<file path="src/rtl/seq_divider_pkg.sv">
// Shared constants and state encoding for the sequential signed divider.
package seq_divider_pkg;

   localparam int DEF_WIDTH = 32;
   localparam int CNT_W     = $clog2(DEF_WIDTH);

   localparam logic [1:0] ST_IDLE = 2'd0;
   localparam logic [1:0] ST_CALC = 2'd1;
   localparam logic [1:0] ST_FIX  = 2'd2;

   typedef enum logic [1:0] {
      IDLE = ST_IDLE,
      CALC = ST_CALC,
      FIX  = ST_FIX
   } state_t;

endpackage

</file>
<file path="src/rtl/seq_divider_abs_neg.sv">
// Combinational conditional two's-complement negate; with neg=x[MSB] it yields |x|.
module seq_divider_abs_neg #(
   parameter int WIDTH = 32
) (
   input  logic [WIDTH-1:0] x,
   input  logic             neg,
   output logic [WIDTH-1:0] y
);

   assign y = neg ? (~x + WIDTH'(1)) : x;

endmodule

</file>
<file path="src/rtl/seq_divider.sv">
// Signed restoring divider, one quotient bit per cycle: remainder to hi, quotient to lo.
module seq_divider
   import seq_divider_pkg::*;
#(
   parameter int WIDTH = DEF_WIDTH
) (
   input  logic             clk,
   input  logic             reset,
   input  logic [WIDTH-1:0] a,
   input  logic [WIDTH-1:0] b,
   input  logic             start,
   output logic             busy,
   output logic             done,
   output logic             div_zero,
   output logic [WIDTH-1:0] hi,
   output logic [WIDTH-1:0] lo
);

   localparam int CW = $clog2(WIDTH);

   state_t           state_q, state_d;
   logic [CW-1:0]    cnt_q, cnt_d;
   logic             done_q, done_d;
   logic             dz_q, dz_d;
   logic [WIDTH-1:0] hi_q, hi_d;
   logic [WIDTH-1:0] lo_q, lo_d;

   logic [WIDTH-1:0] rem_q, rem_d;
   logic [WIDTH-1:0] quo_q, quo_d;
   logic [WIDTH-1:0] dvs_q, dvs_d;
   logic             qneg_q, qneg_d;
   logic             rneg_q, rneg_d;

   logic [WIDTH-1:0] a_mag, b_mag, lo_fix, hi_fix;
   logic [WIDTH:0]   shifted, trial;

   seq_divider_abs_neg #(.WIDTH(WIDTH)) u_abs_a (.x(a),     .neg(a[WIDTH-1]), .y(a_mag));
   seq_divider_abs_neg #(.WIDTH(WIDTH)) u_abs_b (.x(b),     .neg(b[WIDTH-1]), .y(b_mag));
   seq_divider_abs_neg #(.WIDTH(WIDTH)) u_fix_q (.x(quo_q), .neg(qneg_q),     .y(lo_fix));
   seq_divider_abs_neg #(.WIDTH(WIDTH)) u_fix_r (.x(rem_q), .neg(rneg_q),     .y(hi_fix));

   // Magnitudes are unsigned WIDTH-bit, so |0x80000000| = 2^31 survives intact.
   assign shifted = {rem_q, quo_q[WIDTH-1]};
   assign trial   = shifted - {1'b0, dvs_q};

   always_comb begin
      state_d = state_q;
      cnt_d   = cnt_q;
      done_d  = 1'b0;
      dz_d    = 1'b0;
      hi_d    = hi_q;
      lo_d    = lo_q;
      rem_d   = rem_q;
      quo_d   = quo_q;
      dvs_d   = dvs_q;
      qneg_d  = qneg_q;
      rneg_d  = rneg_q;
      case (state_q)
         IDLE: begin
            if (start) begin
               if (b == '0) begin
                  dz_d = 1'b1;
               end else begin
                  quo_d   = a_mag;
                  dvs_d   = b_mag;
                  qneg_d  = a[WIDTH-1] ^ b[WIDTH-1];
                  rneg_d  = a[WIDTH-1];
                  rem_d   = '0;
                  cnt_d   = CW'(WIDTH - 1);
                  state_d = CALC;
               end
            end
         end
         CALC: begin
            // A borrow out of the (WIDTH+1)-bit trial means the divisor did not fit.
            rem_d = trial[WIDTH] ? shifted[WIDTH-1:0] : trial[WIDTH-1:0];
            quo_d = {quo_q[WIDTH-2:0], ~trial[WIDTH]};
            cnt_d = cnt_q - CW'(1);
            if (cnt_q == '0) state_d = FIX;
         end
         FIX: begin
            lo_d    = lo_fix;
            hi_d    = hi_fix;
            done_d  = 1'b1;
            state_d = IDLE;
         end
         default: state_d = IDLE;
      endcase
   end

   always_ff @(posedge clk or posedge reset) begin
      if (reset) begin
         state_q <= IDLE;
         cnt_q   <= '0;
         done_q  <= 1'b0;
         dz_q    <= 1'b0;
         hi_q    <= '0;
         lo_q    <= '0;
      end else begin
         state_q <= state_d;
         cnt_q   <= cnt_d;
         done_q  <= done_d;
         dz_q    <= dz_d;
         hi_q    <= hi_d;
         lo_q    <= lo_d;
      end
   end

   always_ff @(posedge clk) begin
      rem_q  <= rem_d;
      quo_q  <= quo_d;
      dvs_q  <= dvs_d;
      qneg_q <= qneg_d;
      rneg_q <= rneg_d;
   end

   assign busy     = (state_q != IDLE);
   assign done     = done_q;
   assign div_zero = dz_q;
   assign hi       = hi_q;
   assign lo       = lo_q;

endmodule

</file>
<file path="config.mk">
export PLATFORM = sky130hd
export DESIGN_NAME = seq_divider
export DESIGN_NICKNAME = d
export VERILOG_FILES = /design/src/rtl/seq_divider_pkg.sv /design/src/rtl/seq_divider_abs_neg.sv /design/src/rtl/seq_divider.sv
export SDC_FILE = /design/constraint.sdc
export NUM_CORES = 1
export LEC_CHECK = 0
export CAP_MARGIN = 20
export CORE_ASPECT_RATIO = 0.75
export CORE_UTILIZATION = 50
export CTS_BUF_LIST = sky130_fd_sc_hd__clkbuf_16
export CTS_CLUSTER_SIZE = 40
export DETAILED_ROUTE_END_ITERATION = 8
export GPL_ROUTABILITY_DRIVEN = 0
export GPL_TIMING_DRIVEN = 0
export HOLD_SLACK_MARGIN = 0.02
export MAX_ROUTING_LAYER = met4
export PLACE_DENSITY_LB_ADDON = 0.15
export SLEW_MARGIN = 20
export SYNTH_ARGS = -nofsm -noshare
export SYNTH_HDL_FRONTEND = slang
export SYNTH_SLANG_ARGS = --single-unit
export TNS_END_PERCENT = 5
</file>
<file path="constraint.sdc">
create_clock -name clk -period 6.2 [get_ports clk]
set_input_delay 0.62 -clock clk [delete_from_list [all_inputs] [get_ports clk]]
set_output_delay 0.62 -clock clk [all_outputs]
set_load 0.02 [all_outputs]
</file>
## Yosys cells after proc, flatten, opt, wreduce, memory -nomap -nowiden

Cells that the tools add are included.

- Input bits: 67
- Flip-flop bits (word level): 171

- Equal/unequal tests: 5
- Bitwise logic cells: 7
- Reductions and logical operators: 8
- Add/subtract/negate cells: 6
- Mux-type cells: 22

Operator list:

| cell | count |
|---|---|
| two-way mux 32 bit | 8 |
| adder 32 x 1 -> 32 bit (second input constant) | 4 |
| NOT 32 bit | 4 |
| case mux 32 bit (2 select lines) | 2 |
| subtractor 33 x 32 -> 33 bit | 1 |
| zero test 32 bit | 1 |
| two-way mux 31 bit | 1 |
| two-way mux 5 bit | 2 |
| case mux 5 bit (2 select lines) | 1 |
| AND reduction 3 bit | 3 |
| two-way mux 2 bit | 3 |
| != test 2 bit (second input constant) | 3 |
| zero test 5 bit | 1 |
| subtractor 5 x 1 -> 5 bit (second input constant) | 1 |
| two-way mux 1 bit | 4 |
| case mux 2 bit (2 select lines) | 1 |
| nonzero test 2 bit | 2 |
| == test 2 x 1 -> 1 bit (second input constant) | 1 |
| == test 2 bit (second input constant) | 1 |
| zero test 2 bit | 1 |
| NOT 1 bit | 2 |
| XOR 1 bit | 1 |

## Logic depth before layout (Yosys ltp)

Gate-level depths: netlist (run 1).

- Depth in word-level cells: 6
- Depth in mapped cells: 13
- Gate-level depth less buffers: 12

## Hierarchy

From an unflattened synthesis (run 1), not the netlist that was laid out.

- Cell total of the unflattened synthesis: 1218
- Area total of the unflattened synthesis: 12005.3 um^2

Modules (own cells, without submodules):

| module | area an instance (um^2) | cells each | times used |
|---|---|---|---|
| seq_divider | 8897.3 | 822 | 1 |
| seq_divider_abs_neg | 777.0 | 99 | 4 |

## Worst setup path before layout (run 1)

OpenSTA, ideal clock, no wires.

- Path type: input to register
- Start: in b[0]
- End: reg cnt_q[0]
- Stages on the path: 9
- Arrival time: 3.815 ns
- Setup time: 0.079 ns
- Slack: 2.307 ns
- Cells stage by stage: inv_1 > ha_1 > nand4b_1 > or4_1 > or4_4 > nor4_2 > nand2b_2 > a21oi_2 > mux2_2

- Cells in the longest elaborated chain, start to end: 3

RTL lines:

| item | line | source |
|---|---|---|
| from (decl) | seq_divider.sv:10 | `input logic [WIDTH-1:0] b,` |
| zero test 32 bit | seq_divider.sv:61 | `if (b == '0) begin` |
| != test 2 bit (no source line) | - |  |
| AND reduction 3 bit (no source line) | - |  |
| to (signal assigned) | seq_divider.sv:101 | `cnt_q <= cnt_d;` |
| to (decl) | seq_divider.sv:22 | `logic [CW-1:0] cnt_q, cnt_d;` |

No other way between the ends.
A chain may end at the register's enable or synchronous reset.

## Final worst setup path (run 1)

- Start: reg dvs_q[0]
- End: reg rem_q[27] (data pin)

- Cells in the longest elaborated chain, start to end: 3

RTL lines:

| item | line | source |
|---|---|---|
| from (decl) | seq_divider.sv:30 | `logic [WIDTH-1:0] dvs_q, dvs_d;` |
| from (signal assigned) | seq_divider.sv:112 | `dvs_q <= dvs_d;` |
| subtractor 33 x 32 -> 33 bit | seq_divider.sv:44 | `assign trial = shifted - {1'b0, dvs_q};` |
| two-way mux 32 bit | seq_divider.sv:76 | `rem_d = trial[WIDTH] ? shifted[WIDTH-1:0] : trial[WIDTH-1:0];` |
| case mux 32 bit (2 select lines) | seq_divider.sv:58 | `case (state_q)` |
| to (signal assigned) | seq_divider.sv:110 | `rem_q <= rem_d;` |
| to (decl) | seq_divider.sv:28 | `logic [WIDTH-1:0] rem_q, rem_d;` |

No other way between the ends.

==> run_results.csv, run 1 <==
group,metric,value,unit
clocking,clock_latency,0.43,ns
timing,slew_headroom,44.04,%
routing,postRouteAntennaNets,0,
floorplan,boundaryPins,134,
worst_hold_path,min_from,"hi[24]",
timing,finalClockSkew,0.01268,ns
power_and_ir_drop,power_leakage,5.412,nW
layout,postLayoutCellArea,0.01314,mm²
run_status,outcome,"completed",
synthesis,async_flop_share,42.69,%
clocking,cts_sinks,171,
worst_hold_path,min_to,"hi[24]",
timing,finalSetupViolations,0,
layout,drive_above_1_share,5.732,%
clocking,postCtsHoldBufs,0,
clocking,cts_tree,"yes",
timing,fmax,0.2409,GHz
timing,fin_crit,4.151,ns
layout,nFillCells,1796,
layout,nets,1384,
routing,drc,0,
floorplan,rows,46,
worst_setup_path,worstPathCellList,"ha_1 > fa_1 > nand2b_1 > a21oi_1 > o41ai_2 > o21a_1 > o311a_1 > or3_1 > nand4_1 > clkbuf_1 > a311oi_1",
power_and_ir_drop,pwr-share-seq,37.0,%
worst_setup_path,cp_slowest_cell,"clkbuf_1",
layout,final_core_util,62.23,%
timing,tns,0,ns
floorplan,die_y,128.9,µm
clocking,cts_made_buffers,17,
worst_setup_path,slowest_delay,0.59,ns
synthesis,syn_area_per_cell,9.591,µm²
routing,vias,8976,
floorplan,start_util,50.85,%
clocking,clk_pin_slew,0.07,ns
worst_setup_path,required,6.34,ns
power_and_ir_drop,switching_share,41.14,%
clocking,htree_levels,4,
power_and_ir_drop,ir_worst_vdd,0.2526,mV
power_and_ir_drop,p_per_area,420.3,mW/mm²
layout,regArea,0.004770,mm²
layout,mostFrequentLayoutCell,"nand2_1",
global_routing,grt-ovfl-total,0,
worst_setup_path,timing.rr.end,"rem_q[27]",
timing,drv_slew,0,
timing,finalCritPeriodShare,66.94,%
layout,diodes,0,
synthesis,netlist_area,0.01074,mm²
timing,fin_ws,2.049,ns
synthesis,syn-num-nets,1226,
worst_setup_path,crit_fanout,10,
routing,wl_per_cell,17.63,µm
floorplan,die_area,0.02208,mm²
layout,final_cell_mix,"nand2_1 (163), o21ai_0 (146), clkdlybuf4s50_1 (133)",
routing,routed_wl,27840,µm
flow_run,drv_cap,0,
layout,multi_input_comb_area,0.005605,mm²
timing,hold_slack,0.4833,ns
power_and_ir_drop,p_switching,2.273,mW
synthesis,syn_inst,1120,
layout,final_cells,1579,
worst_hold_path,hold_depth,2,
power_and_ir_drop,internal_power,3.251,mW
placement,portBuffers,133,
clocking,cts_max_path_buffers,2,
floorplan,core_area,0.02112,mm²
worst_setup_path,r2r-start,"dvs_q[0]",
worst_setup_path,path_class,"reg2reg",
worst_setup_path,r2r_cells,11,
timing,rsz0062_at_grt,"false",
worst_setup_path,startpoint_type,"register",
synthesis,ys_warn_count,0,
placement,dp_hpwl,21550,µm
global_routing,grt_pass1_vias,8423,
placement,post-place-ws,1.656,ns
routing,first_pass_iters,5,
global_routing,grt_max_degree,52,
worst_hold_path,hold_path_class,"reg2reg",
floorplan,dieWidth,171.2,µm
timing,worst_slew_pin_slew,0.8317,ns
placement,dp.cells,1547,
placement,dpl-instance-area,0.01258,mm²
layout,syn_to_final_growth,22.36,%
worst_setup_path,critPathArrivalTime,4.29,ns
routing,viasPerCell,5.685,
synthesis,yosysSeqAreaShare,44.40,%
timing,hold_viol_final,0,
synthesis,ys_ff_latch,171,
synthesis,synth-edff-count,98,
power_and_ir_drop,total_power,5.524,mW
routing,drt_iter0_markers,743,
global_routing,antenna_found_initial,0,
global_routing,track_usage,27.23,%
clocking,root_buffer,"clkbuf_16",
clocking,cts_resized,0,
power_and_ir_drop,power_frac_comb,44.1,%
worst_setup_path,critPathCaptureType,"register",
synthesis,synthFlopType,"edfxtp_1",
power_and_ir_drop,power_frac_clock,18.9,%
synthesis,ys_types,65,
worst_setup_path,r2r_slack,2.05,ns
global_routing,grt_pass1_wl,44570,µm
clocking,post_cts.repair.setup_buffers,0,
[worst max-delay path by stage]
stage | startpoint | endpoint | slack [ns] | cells after the start
finish | dvs_q[0] | rem_q[27] | 2.05 | 11
CTS | dvs_q[0] | rem_q[31] | 2.07 | 11
global route | quo_q[31] | rem_q[31] | 1.83 | 12
detailed placement | b[7] | cnt_q[0] | 1.66 | 11
floorplan | b[0] | cnt_q[0] | 2.31 | 9
global placement | b[0] | cnt_q[0] | 0.55 | 10
[synthesized netlist by cell type (all sizes together), types with 2 or more instances]
library cell / number / area, µm²
nand2b: 12 / 95.10
a21o: 14 / 105.1
nand3: 13 / 65.06
dfrtp: 73 / 1827
a21boi: 3 / 22.52
o22ai: 2 / 12.51
inv: 54 / 202.7
nor2: 65 / 246.5
nor3: 8 / 45.04
o21ai: 147 / 735.7
o311a: 2 / 20.02
a211oi: 9 / 67.56
clkbuf: 37 / 138.9
ha: 38 / 475.5
o31ai: 39 / 306.5
nand4b: 3 / 26.28
and3: 5 / 31.28
a2111oi: 2 / 17.52
nand3b: 5 / 37.54
a21oi: 35 / 178.9
nor2b: 7 / 43.79
buf: 8 / 40.03
nand4: 9 / 56.30
and2: 3 / 18.77
or3: 15 / 103.9
or2: 6 / 37.54
or4: 17 / 142.6
nand2: 163 / 611.8
nor3b: 2 / 15.01
mux2i: 26 / 260.3
o41ai: 21 / 206.5
xnor2: 54 / 473.0
a31oi: 5 / 31.28
nor4b: 2 / 17.52
nor4: 8 / 113.9
edfxtp: 98 / 2943
o21bai: 2 / 15.01
o211ai: 2 / 15.01
o21a: 6 / 45.04
xor2: 90 / 788.3
[flip-flops by register name, summed over array words and instances (netlist names)]
register,count
dvs_q,32
hi,32
state_q,2
rem_q,32
done,1
quo_q,32
lo,32
div_zero,1
cnt_q,5
qneg_q,1
rneg_q,1
[per-layer routing]
layer  global-route usage (%)  up-vias  wire length (µm)
met2                    38.19      324             11850
met5                        -        -                 0
met3                    3.722       33              1590
met4                    6.985        0               444
li1                         -     4358                 -
met1                    40.96     4261             13960
[cell type report]
cell class | instances | area share [%]
Clock inverter | 15 | 1.066
Tap cell | 288 | 2.742
Sequential cell | 171 | 36.29
Buffer | 45 | 1.361
Timing Repair Buffer | 139 | 11.10
Multi-Input combinational cell | 850 | 42.65
Clock buffer | 17 | 3.237
Inverter | 54 | 1.561
[critical path, delay by kind of cell, from the launching register on]
kind	cells	cell delay [ns]
AO/OA/AOI/OAI	5	1.26
AND/OR/NAND/NOR	3	0.92
adder cells (fa/ha/maj)	2	0.66
buffers and inverters	1	0.59
flip-flops	1	0.43
[logic make-up (layout without fill, tap and decap cells)]
kind of cell | after synthesis | in the layout | synth area share (%)
AND/OR/NAND/NOR | 345 | 345 | 16.09
AO/OA/AOI/OAI | 295 | 295 | 17.08
flip-flops | 171 | 171 | 44.40
XOR/XNOR | 144 | 144 | 11.74
buffers and inverters | 99 | 270 | 3.553
adder cells (fa/ha/maj) | 39 | 39 | 4.613
multiplexers | 27 | 27 | 2.528
[power by group through the flow]
stage	registers (mW)	clock network (mW)	logic [mW]
2_1_floorplan	1.95	0	1.80
3_3_place_gp	2.05	0	2.30
3_5_place_dp	2.05	0	2.39
4_1_cts	2.03	1.05	2.42
5_1_grt	2.08	1.10	2.72
6_report	2.04	1.04	2.44
Note: power is estimated with default switching activity, not from simulation.
==> inputs of run 2 (changes only) <==
==> constraint.sdc (replaced) <==
create_clock -name clk -period 3.9 [get_ports clk]
set_input_delay 0.39 -clock clk [delete_from_list [all_inputs] [get_ports clk]]
set_output_delay 0.39 -clock clk [all_outputs]
set_load 0.02 [all_outputs]
==> run 2 against run 1 <==
Clock skew about the same. Non-clock buffer count grew 3. Register-to-register slack worse by 1.9 ns. Maximum frequency up 11%. Cell area up 0.29%. Global-route usage about the same. Critical path type unchanged. Die area unchanged. Setup slack worse by 1.9 ns. Combinational power up 61%. Via count grew 0.18%. Sequential share of layout area fell by 0.11 points. Routed wire length barely moved. Largest cell class unchanged.
==> run_results.csv, run 2 (synthesis gave the netlist of run 1 again) <==
group,metric,value,unit
placement,portBuffers,133,
layout,syn_to_final_growth,22.73,%
flow_run,drv_cap,0,
global_routing,track_usage,27.24,%
routing,wl_per_cell,17.61,µm
timing,hold_viol_final,0,
worst_setup_path,crit_end,"rem_q[19]",
floorplan,rows,46,
placement,dp_hpwl,21550,µm
layout,nets,1387,
floorplan,core_area,0.02112,mm²
worst_setup_path,critPathArrivalTime,3.91,ns
worst_setup_path,path_class,"reg2reg",
power_and_ir_drop,power_leakage,5.434,nW
routing,drt_iter0_markers,794,
worst_setup_path,r2r-start,"quo_q[31]",
clocking,cts_sinks,171,
floorplan,die_area,0.02208,mm²
run_status,outcome,"completed",
routing,postRouteAntennaNets,0,
timing,slew_headroom,43.71,%
power_and_ir_drop,ir_worst_vdd,0.4000,mV
timing,fin_crit,3.740,ns
layout,final_cell_mix,"nand2_1 (163), o21ai_0 (146), clkdlybuf4s50_1 (133)",
worst_setup_path,critPathCaptureType,"register",
layout,mostFrequentLayoutCell,"nand2_1",
placement,dp.cells,1547,
worst_setup_path,startpoint_type,"register",
global_routing,grt_pass1_vias,8412,
clocking,root_buffer,"clkbuf_16",
global_routing,grt_max_degree,52,
worst_hold_path,hold_path_class,"in2async",
floorplan,dieWidth,171.2,µm
clocking,clk_pin_slew,0.08,ns
routing,drc,0,
worst_setup_path,crit_start,"quo_q[31]",
layout,drive_above_1_share,6.105,%
floorplan,boundaryPins,134,
layout,nFillCells,1795,
global_routing,antenna_found_initial,0,
routing,viasPerCell,5.684,
power_and_ir_drop,total_power,8.847,mW
timing,fmax,0.2674,GHz
timing,drv_slew,0,
global_routing,grtUsageMet3,3.722,%
clocking,htree_levels,4,
worst_setup_path,crit_fanout,10,
layout,final_cells,1582,
timing,worst_slew_pin_slew,0.8367,ns
clocking,clock_latency,0.43,ns
floorplan,start_util,50.85,%
global_routing,grt-ovfl-total,0,
global_routing,grt_pass1_wl,44580,µm
timing,finalCritPeriodShare,95.91,%
power_and_ir_drop,p_per_area,671.1,mW/mm²
routing,first_pass_iters,7,
global_routing,met2_usage,38.21,%
timing,rsz0062_at_grt,"false",
clocking,cts_tree,"yes",
timing,finalSetupViolations,0,
clocking,cts_made_buffers,17,
worst_setup_path,r2r_slack,0.16,ns
routing,routed_wl,27860,µm
routing,vias,8992,
worst_setup_path,timing.rr.end,"rem_q[19]",
timing,finalClockSkew,0.01292,ns
worst_setup_path,r2r_cells,14,
layout,diodes,0,
worst_setup_path,required,4.07,ns
global_routing,grt.busiest_layer,"met1",
global_routing,met1_usage,40.98,%
floorplan,die_y,128.9,µm
clocking,cts_max_path_buffers,2,
[run 2: stage by stage]
step                      setup TNS (ns)  util (%)  setup WS, ns  instance area, µm²  hold WS, ns
after floorplan                        0         -        0.2369               10740       0.4889
after global placement           -130.43     58.86        -1.522               12430       0.4635
after detailed placement          -14.70     59.55       -0.4144               12580       0.4734
after CTS                       -0.07290     62.24      -0.04438               13150       0.2651
after global routing                   0     62.41      0.007624               13180       0.2851
final                                  0     62.41        0.1596               13180       0.2624
[run 2: worst max-delay path, stage by stage, from the launching register on]
cell	delay [ns]
edfxtp_1	0.34
inv_1	0.09
ha_1	0.24
fa_1	0.41
nand2b_1	0.20
a21oi_2	0.20
o41ai_2	0.15
o21a_1	0.25
o311a_1	0.40
or3_1	0.38
nand4_1	0.09
buf_4	0.17
buf_4	0.23
mux2i_1	0.25
nor2_1	0.06
[run 2: routing by layer]
layer	routed length (µm)	vias up
met3	1569	29
met2	11880	297
met4	425	0
met5	0	-
li1	-	4351
met1	13990	4315
[run 2: cell type report]
class	instances	area, µm²	share of cell area [%]
timing repair buffer	142	1481	11.24
clock buffer	17	425.4	3.227
multi-input combinational	850	5618	42.62
tap	288	360.3	2.733
inverter	54	205.2	1.557
clock inverter	15	140.1	1.063
sequential	171	4770	36.18
buffer	45	182.7	1.386
[run 2: worst min-delay path by stage]
stage | from | to | slack (ns) | cells after the start
3_3_place_gp | lo[7] | lo[7] | 0.46 | 2
6_report | reset | lo[14] | 0.26 | 2
5_1_grt | reset | lo[15] | 0.29 | 2
2_1_floorplan | b[0] | dvs_q[0] | 0.49 | 0
4_1_cts | reset | lo[14] | 0.27 | 2
3_5_place_dp | hi[9] | hi[9] | 0.47 | 2
[run 2: what timing repair did]
action	in CTS	in global routing
setup buffers	0	3
hold buffers	0	0
resized for setup	2	2
endpoints found under the setup margin	14	34
[run 2: power breakdown]
part,switching (mW),internal [mW]
Sequential,0.622,2.63
Combinational,2.24,1.70
Clock,0.764,0.894
Total,3.63,5.22
==> inputs of run 3 (changes only) <==
--- a/config.mk
+++ b/config.mk
@@ -19,5 +19,6 @@
 export SLEW_MARGIN = 20
 export SYNTH_ARGS = -nofsm -noshare
 export SYNTH_HDL_FRONTEND = slang
+export SYNTH_HIERARCHICAL = 1
 export SYNTH_SLANG_ARGS = --single-unit
 export TNS_END_PERCENT = 5
==> run 3 against run 2 <==
The run now ends with setup timing left. Core utilization decreased by 0.52 points. Area after synthesis increased by 12%. Final cell count increased by 6.6%. Register-to-register slack got worse by 0.19 ns. Via count increased by 12%. Clock power about the same. Non-clock buffer count increased by 6. Clock skew decreased by 0.00077 ns. Total power increased by 12%. Routed wire length increased by 13%. First-iteration DRC count increased by 6.7%. Cell area increased by 9.4%. Critical endpoint is now rem_q[18]. Highest routed layer unchanged.
==> run_results.csv, run 3 <==
group,metric,value,unit
global_routing,grt_pass1_wl,50490,µm
power_and_ir_drop,ir_worst_vdd,0.3735,mV
timing,fmax,0.2542,GHz
global_routing,grt_max_degree,48,
clocking,root_buffer,"clkbuf_16",
clocking,clock_latency,0.44,ns
synthesis,synthFlopType,"edfxtp_1",
timing,fin_crit,3.934,ns
run_status,violations,"setup timing",
power_and_ir_drop,power_leakage,5.635,nW
synthesis,ys_types,68,
routing,drt_iter0_markers,847,
global_routing,grt-ovfl-total,0,
worst_setup_path,critPathCaptureType,"register",
floorplan,die_area,0.02464,mm²
synthesis,yosysSeqAreaShare,39.73,%
routing,first_pass_iters,5,
floorplan,boundaryPins,134,
synthesis,yosys-top-cells-area,"edfxtp_1 (25%), dfrtp_1 (15%), xnor2_1 (9.3%)",
floorplan,core_area,0.02330,mm²
timing,rsz0062_at_grt,"false",
layout,syn_to_final_growth,20.12,%
flow_run,drv_cap,0,
layout,final_cells,1687,
worst_hold_path,hold_path_class,"in2async",
global_routing,grt_pass1_vias,9236,
run_status,outcome,"finished with violations",
placement,portBuffers,133,
floorplan,start_util,51.52,%
worst_setup_path,cp_slowest_cell,"clkbuf_1",
synthesis,ys_ff_latch,171,
worst_setup_path,path_class,"reg2reg",
clocking,cts_sinks,171,
timing,finalCritPeriodShare,100.9,%
worst_setup_path,critical-path-top-delay-family,"compound AO/OA/AOI/OAI gates",
layout,diodes,0,
synthesis,synth_most_common_cell,"nand2_1",
clocking,postCtsHoldBufs,0,
worst_setup_path,startpoint_type,"register",
worst_setup_path,required,4.18,ns
synthesis,syn_area_per_cell,9.857,µm²
clocking,clk_pin_slew,0.08,ns
clocking,cts_tree,"yes",
placement,dp_hpwl,24650,µm
worst_setup_path,crit_fanout,10,
layout,final_core_util,61.89,%
synthesis,synth.top_cell.area_share,24.51,%
timing,hold_viol_final,0,
synthesis,netlist_area,0.01201,mm²
global_routing,antenna_found_initial,0,
layout,mostFrequentLayoutCell,"nand2_1",
timing,finalSetupViolations,1,
placement,dp.cells,1655,
timing,drv_slew,0,
timing,worst_slew_pin_slew,0.9498,ns
layout,drive_above_1_share,12.26,%
global_routing,track_usage,27.00,%
timing,slew_headroom,35.88,%
synthesis,syn-num-nets,1324,
routing,postRouteAntennaNets,0,
routing,drc,0,
routing,vias,10090,
floorplan,rows,48,
floorplan,dieWidth,180.9,µm
worst_setup_path,path_buf_inv,2,
timing,fin_ws,-0.03362,ns
routing,wl_per_cell,18.71,µm
layout,final_cell_mix,"nand2_1 (167), clkdlybuf4s50_1 (133), xnor2_1 (127)",
clocking,cts_max_path_buffers,2,
synthesis,ys_warn_count,6,
worst_setup_path,slowest_delay,0.53,ns
timing,finalClockSkew,0.01215,ns
clocking,htree_levels,4,
synthesis,async_flop_share,42.69,%
layout,nFillCells,1963,
synthesis,syn_inst,1218,
layout,nets,1480,
power_and_ir_drop,p_per_area,689.4,mW/mm²
routing,routed_wl,31560,µm
worst_setup_path,critPathArrivalTime,4.21,ns
routing,viasPerCell,5.983,
worst_setup_path,worstPathCellList,"inv_1 > ha_1 > fa_1 > nand2b_1 > a21oi_4 > o211ai_2 > a211o_1 > nand3_1 > a311o_1 > clkbuf_1 > o311ai_0 > a21oi_1",
synthesis,synth_common_cells,"nand2_1 (167), xnor2_1 (127), edfxtp_1 (98), dfrtp_1 (73), o21ai_0 (71)",
floorplan,die_y,136.2,µm
synthesis,synth-edff-count,98,
clocking,cts_made_buffers,17,
synthesis,yosysTopAreaCell,"edfxtp_1",
-- run 3: cell count changes in the layout (fill, tap and decap cells not counted), sizes merged, moves of 20 or more --
cell and change:
nand3 +20, xnor2 +73, mux2i -22, xor2 -82, mux2 +64, nor2 -31
nor4 +26, a21oi +23, o21ai -63
-- run 3: repair_timing --
item | 4_1_cts | 5_1_grt
resized for setup | 0 | 5
endpoints found under the setup margin | 0 | 4
buffers inserted | 0 | 0
-- run 3: final cells by class --
class	instances	area, µm²	share of cell area [%]
buffer	56	235.2	1.631
inverter	56	212.7	1.475
tap	300	375.4	2.603
sequential	171	4770	33.07
clock inverter	15	150.1	1.041
timing repair buffer	137	1441	9.995
clock buffer	17	425.4	2.950
multi-input combinational	935	6812	47.23
-- run 3: power by group --
group	switching, mW	internal (mW)	total, mW	leakage [nW]
registers	0.810	2.66	3.47	2.01
clock network	0.814	0.851	1.66	0.278
logic	2.77	2.04	4.81	3.35
total	4.39	5.55	9.94	5.63
-- run 3: layer usage --
metal / part of all wire, % / up-vias / wire length [µm] / global-route usage [%]
met2: 40 / 431 / 12690 / 36.38
met1: 50 / 4808 / 15710 / 41.47
met3: 9.3 / 21 / 2928 / 5.277
met5: 0 / - / 0 / -
met4: 0.75 / 0 / 238 / 4.701
li1: - / 4833 / - / -
-- run 3: worst paths after layout --
path / to / depth (start not counted) / startpoint / slack (ns)
worst max register to register: rem_q[18] / 12 / quo_q[31] / -0.03
worst min-delay path: lo[18] / 2 / reset / 0.29
worst max-delay path: rem_q[18] / 12 / quo_q[31] / -0.03
max in group asynchronous: hi[16] / 3 / reset / 3.05
min in group clk: hi[31] / 1 / hi[31] / 0.51
worst min register to register: hi[31] / 1 / hi[31] / 0.51
-- run 3: kinds of logic after synthesis --
| kind of cell | after synthesis | synth area share, % |
|---|---|---|
| AOI/OAI and AO/OA | 287 | 17.08 |
| and+or+nand+nor | 405 | 19.09 |
| adders and majority gates | 39 | 4.127 |
| muxes | 69 | 6.430 |
| buffers and inverters | 112 | 3.689 |
| DFF | 171 | 39.73 |
| xor gates and xnor gates | 135 | 9.849 |
-- run 3: stage by stage --
step                hold WS [ns]  instance area, µm²  setup WS, ns  power, mW  setup TNS (ns)
finish                    0.2904               14420      -0.03362      9.942        -0.03362
global route              0.3169               14420       0.03524      10.58               0
CTS                       0.2976               14410        0.1450      9.832               0
detailed placement        0.4950               13840        0.1664      8.141               0
global placement          0.4887               13720        -1.224      8.004          -67.75
floorplan                 0.4625               12010        0.7531      6.663               0
